$ cat src/rtl/fp_simd_pkg.sv
// Shared types for the FP SIMD ALU command path: lane geometry, opcodes and issuer states.
package fp_simd_pkg;

  localparam int FP_W       = 22;
  localparam int SIMD_LANES = 4;

  typedef enum logic [2:0] {
    OP_ADD  = 3'd0,
    OP_SUB  = 3'd1,
    OP_MUL  = 3'd2,
    OP_RCP  = 3'd3,
    OP_RADD = 3'd4,
    OP_RMUL = 3'd5
  } op_e;

  localparam logic [2:0] OP_LEGAL_MAX = 3'd5;

  typedef enum logic [1:0] {
    S_IDLE  = 2'd0,
    S_ISSUE = 2'd1,
    S_WAIT  = 2'd2,
    S_RESP  = 2'd3
  } iss_state_e;

  function automatic logic op_legal(input logic [2:0] op);
    return (op <= OP_LEGAL_MAX);
  endfunction

endpackage

$ cat src/rtl/simd_cmd_fifo.sv
// Show-ahead synchronous command FIFO; full/empty decoded from a registered occupancy count.
module simd_cmd_fifo
  import fp_simd_pkg::*;
#(
  parameter int W     = 8,
  parameter int DEPTH = 4
) (
  input  logic         clk,
  input  logic         rst_n,
  input  logic         i_push,
  input  logic [W-1:0] i_data,
  input  logic         i_pop,
  output logic [W-1:0] o_head,
  output logic         o_full,
  output logic         o_empty
);

  localparam int AW = $clog2(DEPTH);
  localparam int CW = AW + 1;

  logic [W-1:0]  mem_q [DEPTH];
  logic [W-1:0]  mem_d [DEPTH];
  logic [AW-1:0] wr_q, wr_d, rd_q, rd_d;
  logic [CW-1:0] cnt_q, cnt_d;

  // Next-state for storage, pointers and occupancy.
  always_comb begin
    mem_d = mem_q;
    wr_d  = wr_q;
    rd_d  = rd_q;
    cnt_d = cnt_q;
    if (i_push) begin
      mem_d[wr_q] = i_data;
      wr_d        = wr_q + AW'(1);
    end else begin
      wr_d = wr_q;
    end
    if (i_pop) begin
      rd_d = rd_q + AW'(1);
    end else begin
      rd_d = rd_q;
    end
    case ({i_push, i_pop})
      2'b10:   cnt_d = cnt_q + CW'(1);
      2'b01:   cnt_d = cnt_q - CW'(1);
      default: cnt_d = cnt_q;
    endcase
  end

  // FIFO state registers; reset flushes every entry.
  always_ff @(posedge clk or negedge rst_n) begin
    if (!rst_n) begin
      for (int i = 0; i < DEPTH; i++) mem_q[i] <= '0;
      wr_q  <= '0;
      rd_q  <= '0;
      cnt_q <= '0;
    end else begin
      mem_q <= mem_d;
      wr_q  <= wr_d;
      rd_q  <= rd_d;
      cnt_q <= cnt_d;
    end
  end

  assign o_head  = mem_q[rd_q];
  assign o_full  = (cnt_q == CW'(DEPTH));
  assign o_empty = (cnt_q == CW'(0));

endmodule

$ cat src/rtl/fp_simd_issuer.sv
// Command-side master for the 4-lane FP SIMD ALU: queues commands, issues one at a time
// over en/busy/valid, and returns tagged in-order responses with illegal-op/timeout errors.
module fp_simd_issuer
  import fp_simd_pkg::*;
#(
  parameter int LANES     = SIMD_LANES,
  parameter int FW        = FP_W,
  parameter int CMD_DEPTH = 4,
  parameter int TAG_W     = 4,
  parameter int TIMEOUT   = 15
) (
  input  logic                clk,
  input  logic                rst_n,
  input  logic                i_cmd_valid,
  output logic                o_cmd_ready,
  input  logic [2:0]          i_cmd_opcode,
  input  logic [LANES*FW-1:0] i_cmd_a,
  input  logic [LANES*FW-1:0] i_cmd_b,
  input  logic [TAG_W-1:0]    i_cmd_tag,
  output logic                o_rsp_valid,
  input  logic                i_rsp_ready,
  output logic [LANES*FW-1:0] o_rsp_data,
  output logic [TAG_W-1:0]    o_rsp_tag,
  output logic                o_rsp_err,
  output logic                o_alu_en,
  output logic [2:0]          o_alu_opcode,
  output logic [LANES*FW-1:0] o_alu_in1,
  output logic [LANES*FW-1:0] o_alu_in2,
  input  logic                i_alu_busy,
  input  logic                i_alu_valid,
  input  logic [LANES*FW-1:0] i_alu_out,
  output logic                o_idle
);

  localparam int VW    = LANES * FW;
  localparam int CW    = 3 + 2 * VW + TAG_W;
  localparam int TMR_W = $clog2(TIMEOUT + 1);
  localparam logic [TMR_W-1:0] TMO_LIMIT = TMR_W'(TIMEOUT);

  iss_state_e       state_q, state_d;
  logic [TMR_W-1:0] timer_q, timer_d, timer_inc;
  logic             en_q, en_d;
  logic [2:0]       op_q, op_d;
  logic [VW-1:0]    in1_q, in1_d, in2_q, in2_d;
  logic             rsp_valid_q, rsp_valid_d;
  logic [VW-1:0]    rsp_data_q, rsp_data_d;
  logic [TAG_W-1:0] rsp_tag_q, rsp_tag_d;
  logic             rsp_err_q, rsp_err_d;

  logic             fifo_push, fifo_pop, fifo_full, fifo_empty;
  logic [CW-1:0]    fifo_head;
  logic [2:0]       head_op;
  logic [VW-1:0]    head_a, head_b;
  logic [TAG_W-1:0] head_tag;

  assign fifo_push = i_cmd_valid & ~fifo_full;
  assign head_op   = fifo_head[CW-1 -: 3];
  assign head_a    = fifo_head[TAG_W + VW +: VW];
  assign head_b    = fifo_head[TAG_W +: VW];
  assign head_tag  = fifo_head[TAG_W-1:0];
  assign timer_inc = timer_q + TMR_W'(1);

  simd_cmd_fifo #(.W(CW), .DEPTH(CMD_DEPTH)) u_cmd_fifo (
    .clk     (clk),
    .rst_n   (rst_n),
    .i_push  (fifo_push),
    .i_data  ({i_cmd_opcode, i_cmd_a, i_cmd_b, i_cmd_tag}),
    .i_pop   (fifo_pop),
    .o_head  (fifo_head),
    .o_full  (fifo_full),
    .o_empty (fifo_empty)
  );

  // Issue FSM, timeout timer and response capture.
  always_comb begin
    state_d     = state_q;
    timer_d     = timer_q;
    fifo_pop    = 1'b0;
    en_d        = 1'b0;
    op_d        = op_q;
    in1_d       = in1_q;
    in2_d       = in2_q;
    rsp_valid_d = rsp_valid_q;
    rsp_data_d  = rsp_data_q;
    rsp_tag_d   = rsp_tag_q;
    rsp_err_d   = rsp_err_q;
    case (state_q)
      S_IDLE: begin
        if (!fifo_empty) begin
          if (!op_legal(head_op)) begin
            fifo_pop    = 1'b1;
            state_d     = S_RESP;
            rsp_valid_d = 1'b1;
            rsp_data_d  = '0;
            rsp_tag_d   = head_tag;
            rsp_err_d   = 1'b1;
          end else if (!i_alu_busy) begin
            state_d = S_ISSUE;
            en_d    = 1'b1;
            op_d    = head_op;
            in1_d   = head_a;
            in2_d   = head_b;
          end else begin
            state_d = S_IDLE;
          end
        // An empty FIFO lets a legal incoming command issue on the very next cycle.
        end else if (fifo_push && op_legal(i_cmd_opcode) && !i_alu_busy) begin
          state_d = S_ISSUE;
          en_d    = 1'b1;
          op_d    = i_cmd_opcode;
          in1_d   = i_cmd_a;
          in2_d   = i_cmd_b;
        end else begin
          state_d = S_IDLE;
        end
      end
      S_ISSUE: begin
        timer_d = '0;
        state_d = S_WAIT;
      end
      S_WAIT: begin
        if (i_alu_valid) begin
          fifo_pop    = 1'b1;
          state_d     = S_RESP;
          rsp_valid_d = 1'b1;
          rsp_data_d  = i_alu_out;
          rsp_tag_d   = head_tag;
          rsp_err_d   = 1'b0;
          op_d        = 3'd0;
          in1_d       = '0;
          in2_d       = '0;
        end else if (timer_inc == TMO_LIMIT) begin
          fifo_pop    = 1'b1;
          state_d     = S_RESP;
          rsp_valid_d = 1'b1;
          rsp_data_d  = '0;
          rsp_tag_d   = head_tag;
          rsp_err_d   = 1'b1;
          op_d        = 3'd0;
          in1_d       = '0;
          in2_d       = '0;
        end else begin
          timer_d = timer_inc;
        end
      end
      S_RESP: begin
        if (i_rsp_ready) begin
          rsp_valid_d = 1'b0;
          state_d     = S_IDLE;
        end else begin
          state_d = S_RESP;
        end
      end
      default: begin
        state_d = S_IDLE;
      end
    endcase
  end

  // State, ALU drive and response registers.
  always_ff @(posedge clk or negedge rst_n) begin
    if (!rst_n) begin
      state_q     <= S_IDLE;
      timer_q     <= '0;
      en_q        <= 1'b0;
      op_q        <= 3'd0;
      in1_q       <= '0;
      in2_q       <= '0;
      rsp_valid_q <= 1'b0;
      rsp_data_q  <= '0;
      rsp_tag_q   <= '0;
      rsp_err_q   <= 1'b0;
    end else begin
      state_q     <= state_d;
      timer_q     <= timer_d;
      en_q        <= en_d;
      op_q        <= op_d;
      in1_q       <= in1_d;
      in2_q       <= in2_d;
      rsp_valid_q <= rsp_valid_d;
      rsp_data_q  <= rsp_data_d;
      rsp_tag_q   <= rsp_tag_d;
      rsp_err_q   <= rsp_err_d;
    end
  end

  assign o_cmd_ready  = ~fifo_full;
  assign o_idle       = fifo_empty & (state_q == S_IDLE);
  assign o_alu_en     = en_q;
  assign o_alu_opcode = op_q;
  assign o_alu_in1    = in1_q;
  assign o_alu_in2    = in2_q;
  assign o_rsp_valid  = rsp_valid_q;
  assign o_rsp_data   = rsp_data_q;
  assign o_rsp_tag    = rsp_tag_q;
  assign o_rsp_err    = rsp_err_q;

endmodule

$ cat config.mk
export PLATFORM = sky130hd
export DESIGN_NAME = fp_simd_issuer
export DESIGN_NICKNAME = d
export VERILOG_FILES = /design/src/rtl/fp_simd_pkg.sv /design/src/rtl/simd_cmd_fifo.sv /design/src/rtl/fp_simd_issuer.sv
export SDC_FILE = /design/constraint.sdc
export NUM_CORES = 1
export LEC_CHECK = 0
export BUFFER_PORTS_ARGS = -buffer_cell sky130_fd_sc_hd__buf_4
export CORE_MARGIN = 3
export CORE_UTILIZATION = 53
export DETAILED_ROUTE_END_ITERATION = 12
export GPL_TIMING_DRIVEN = 0
export PLACE_DENSITY = 0.77
export SLEW_MARGIN = 20
export SYNTH_ARGS = -nofsm -noshare
export SYNTH_HDL_FRONTEND = slang
export SYNTH_HIERARCHICAL = 1
export SYNTH_SLANG_ARGS = --single-unit
$ cat constraint.sdc
create_clock -name clk -period 2.8 [get_ports clk]
set_input_delay 0.28 -clock clk [delete_from_list [all_inputs] [get_ports clk]]
set_output_delay 0.28 -clock clk [all_outputs]
set_load 0.01 [all_outputs]
==> flow_metrics.py <==
metrics = {
    "synth": {
        "yosysSeqAreaShare_pct": 58.0,
        "synthCells": 2873,
        "ys_ff_latch": 1019,
        "synthesis.area_mm2": 0.0439,
        "synth_area_leader_cell": "dfrtp_1",
        "synth_warnings": 6,
        "yosysMostFrequentCell": "dfrtp_1",
        "synth_edf_count": 0,
        "yosysTopAreaCellShare_pct": 58.0,
        "synth_top_flop_cell": "dfrtp_1",
        "synth.distinct_cells": 45,
        "syn_nets": 3158,
        "synthTopCellsByArea": "dfrtp_1, mux2_2, mux4_2",
        "synth.top_cells.by_count": "dfrtp_1, mux2_2, inv_1",
        "avgSynthCellArea_um2": 15.3,
        "async_reset_ff_share_pct": 100,
    },
    "clock_tree": {
        "cts_buffer_depth": 3,
        "insertion_delay_ns": 0.65,
        "cts_tree": "built",
        "cts.htree.levels": 3,
        "clk_pin_slew_worst_paths_ns": 0.06,
        "root_buffer": "clkbuf_16",
        "numCtsBuffers": 103,
        "cts_sinks": 1019,
    },
    "grt": {
        "overflow": 0,
        "grt_pass1_wl_um": 185000,
        "grt_max_degree": 149,
        "grtUsageTotal_pct": 28.1,
        "grt_antenna_before_repair": 27,
        "grt_pass1_vias": 30700,
    },
    "timing": {
        "worst_slew_pin_slew_ns": 0.969,
        "fin_crit_sh_pct": 97.5,
        "fmax_mhz": 366,
        "fin_crit_ns": 2.73,
        "maxSlewViolCount": 0,
        "hold_viol": 0,
        "finalSetupViolCount": 0,
        "setup_tns_ns": 0,
        "slew_headroom_pct": 35.4,
        "clock_skew_ns": 0.0280,
        "rsz0062_at_grt": "yes",
    },
    "worst_setup_path": {
        "reg2reg_from": "u_cmd_fifo/rd_q[0]$_DFFE_PN0P_",
        "cp_max_fo": 10,
        "worst_setup_path_start_kind": "flip-flop",
        "cpPeakStageDelay_ns": 0.53,
        "worstPathArrival_ns": 3.21,
        "end_kind": "flip-flop",
        "path_class": "reg2reg",
        "path_cells": "buf_6 > buf_12 > mux4_2 > a211oi_1 > buf_4 > a211o_1 > o211a_1 > buf_12 > buf_12 > buf_6 > buf_6 > o22ai_1",
        "slowest_stage": "mux4_2",
        "setup.worst_path.end": "o_alu_in2[56]$_DFFE_PN0P_",
        "path_delay_family": "buffers and inverters",
        "required_ns": 3.28,
        "worstSetupPathDepth": 12,
        "startpoint": "u_cmd_fifo/rd_q[0]$_DFFE_PN0P_",
        "path_buf_inv": 7,
        "rrSetupSlack_ns": 0.07,
        "ff2ff_path_depth": 12,
        "rr_endpoint": "o_alu_in2[56]$_DFFE_PN0P_",
    },
    "routing": {
        "vias": 29000,
        "wl_um": 122000,
        "first_pass_iters": 5,
        "first_iter_violations": 1791,
        "remaining_drc_errors": 0,
        "post_drt_via_cell_ratio": 5.84,
        "final_antenna_net_count": 0,
        "wl_per_cell_um": 24.5,
    },
    "cells_and_area": {
        "final_util_pct": 68.9,
        "final_cells": 4977,
        "drive_above_1_share_pct": 47.8,
        "syn_to_final_growth_pct": 27.5,
        "nNetsFinal": 4108,
        "fin_area_mm2": 0.0560,
    },
    "floorplanning": {
        "num_rows": 104,
        "coreArea_mm2": 0.0813,
        "io_pins": 553,
        "initial_core_util_pct": 54.0,
        "fp.dieW_um": 294,
        "die_y_um": 294,
        "fp.dieArea_mm2": 0.0864,
    },
    "place": {
        "placedCellCount": 4492,
        "port_buffers": 552,
        "gp_congestion": 0.938,
        "placed_cell_area_mm2": 0.0496,
        "hpwl_um": 80800,
    },
    "pwr": {
        "powerDensity_mw_per_mm2": 1220,
        "ir_drop_v": 0.000732,
        "power.leakage_nw": 24.8,
    },
    "job": {
        "cap_violations": 0,
    },
    "run_status": {
        "status": "finished, final reports clean",
    },
    "min_path": {
        "hold_class": "in2reg",
    },
}
power breakdown:
group          switching, W  leakage, nW  total, W  internal, W
clock               0.00567         1.67    0.0137      0.00802
combinational        0.0127         10.6    0.0288       0.0161
sequential          0.00393         12.5    0.0260       0.0221
total                0.0223         24.8    0.0685       0.0462
worst min path at each step:
| stage | start | to | slack (ns) | depth (start not counted) |
|---|---|---|---|---|
| after floorplan | rst_n | o_alu_en$_DFF_PN0_ | -0.02 | 0 |
| after global placement | o_rsp_valid$_DFFE_PN0P_ | o_rsp_valid$_DFFE_PN0P_ | 0.47 | 2 |
| after detailed placement | rst_n | o_rsp_data[16]$_DFFE_PN0P_ | 0.22 | 1 |
| after CTS | i_alu_valid | timer_q[3]$_DFFE_PN0P_ | 0.04 | 4 |
| after global routing | i_alu_valid | timer_q[3]$_DFFE_PN0P_ | 0.1 | 4 |
| final | i_alu_valid | timer_q[3]$_DFFE_PN0P_ | 0.08 | 4 |
sequential cells by signal (all words and copies together), names as in the netlist:
| signal | count |
|---|---|
| state_q | 2 |
| o_alu_opcode | 3 |
| o_rsp_valid | 1 |
| o_alu_in1 | 88 |
| o_alu_in2 | 88 |
| o_rsp_err | 1 |
| timer_q | 4 |
| o_rsp_data | 88 |
| u_cmd_fifo/cnt_q | 3 |
| u_cmd_fifo/mem_q | 732 |
| u_cmd_fifo/rd_q | 2 |
| o_alu_en | 1 |
| u_cmd_fifo/wr_q | 2 |
| o_rsp_tag | 4 |
worst reg2reg max path: stages, from the launching register on:
cell      delay, ns
dfrtp_1        0.34
buf_6          0.13
buf_12         0.11
mux4_2         0.53
a211oi_1       0.25
buf_4          0.20
a211o_1        0.11
o211a_1        0.19
buf_12         0.19
buf_12         0.13
buf_6          0.14
buf_6          0.16
o22ai_1        0.10
cells by family (layout without fill, tap and decap cells):
family	after synthesis	count (layout)	share of synthesized area (%)
AOI/OAI and AO/OA	460	460	7.93
xor gates and xnor gates	7	7	0.140
adders and majority gates	8	8	0.245
buffers and inverters	419	1446	4.90
DFF	1019	1019	58.0
muxes	923	923	28.3
other	0	17	0
and+or+nand+nor	37	37	0.421
cell usage in the layout (no fill, tap or decap), types with 3 or more instances in the layout:
master,n
inv_6,3
buf_16,10
xnor2_1,3
nor2_1,5
clkbuf_8,25
dlygate4sd3_1,274
clkbuf_2,27
xor2_1,4
buf_12,4
mux2i_1,4
clkinv_2,16
o22ai_2,20
a22o_1,88
buf_6,29
buf_4,637
mux2_2,736
o22ai_1,160
mux4_2,183
inv_1,195
nand2_1,16
a22oi_1,177
clkbuf_1,60
clkbuf_16,104
ha_1,6
diode_2,17
dfrtp_1,1019
bufinv_16,6
buf_2,47
area by class of cell:
| class | count | area, um^2 |
|---|---|---|
| Tap cell | 1060 | 1330 |
| Multi-Input combinational cell | 1435 | 16300 |
| Buffer | 221 | 1510 |
| Clock inverter | 28 | 320 |
| Clock buffer | 154 | 3040 |
| Fill cell | 5476 | 25300 |
| Inverter | 196 | 736 |
| Sequential cell | 1019 | 25500 |
| Timing Repair Buffer | 847 | 7240 |
| Antenna cell | 17 | 42.5 |
per-layer routing:
metal | vias to the layer above | part of all wire [%] | wire length (um) | GRT usage [%]
met1 | 15300 | 41 | 50600 | 37.9
li1 | 12600 | - | - | -
met2 | 858 | 48 | 58900 | 44.9
met5 | - | 0.24 | 294 | 1.33
met3 | 260 | 6.7 | 8130 | 7.06
met4 | 22 | 3.4 | 4120 | 9.60
metrics by stage:
stage | hold WS (ns) | total power, W | setup slack [ns]
after global placement | 0.466 | 0.0530 | -10.66
after detailed placement | 0.225 | 0.0540 | -0.970
after floorplan | -0.0156 | 0.0443 | 0.0230
after global routing | 0.0961 | 0.0721 | -0.0341
after CTS | 0.0387 | 0.0686 | 0.000164
final | 0.0811 | 0.0685 | 0.0692
what timing repair did:
item	CTS	global route
cloned	1	0
hold buffers	274	0
hold endpoints to repair	1063	0
gates resized for setup	39	15
endpoints found under the setup margin	186	95
setup buffers	8	5
pin swaps	1	1
No activity file was read; power rests on OpenSTA's default activity.
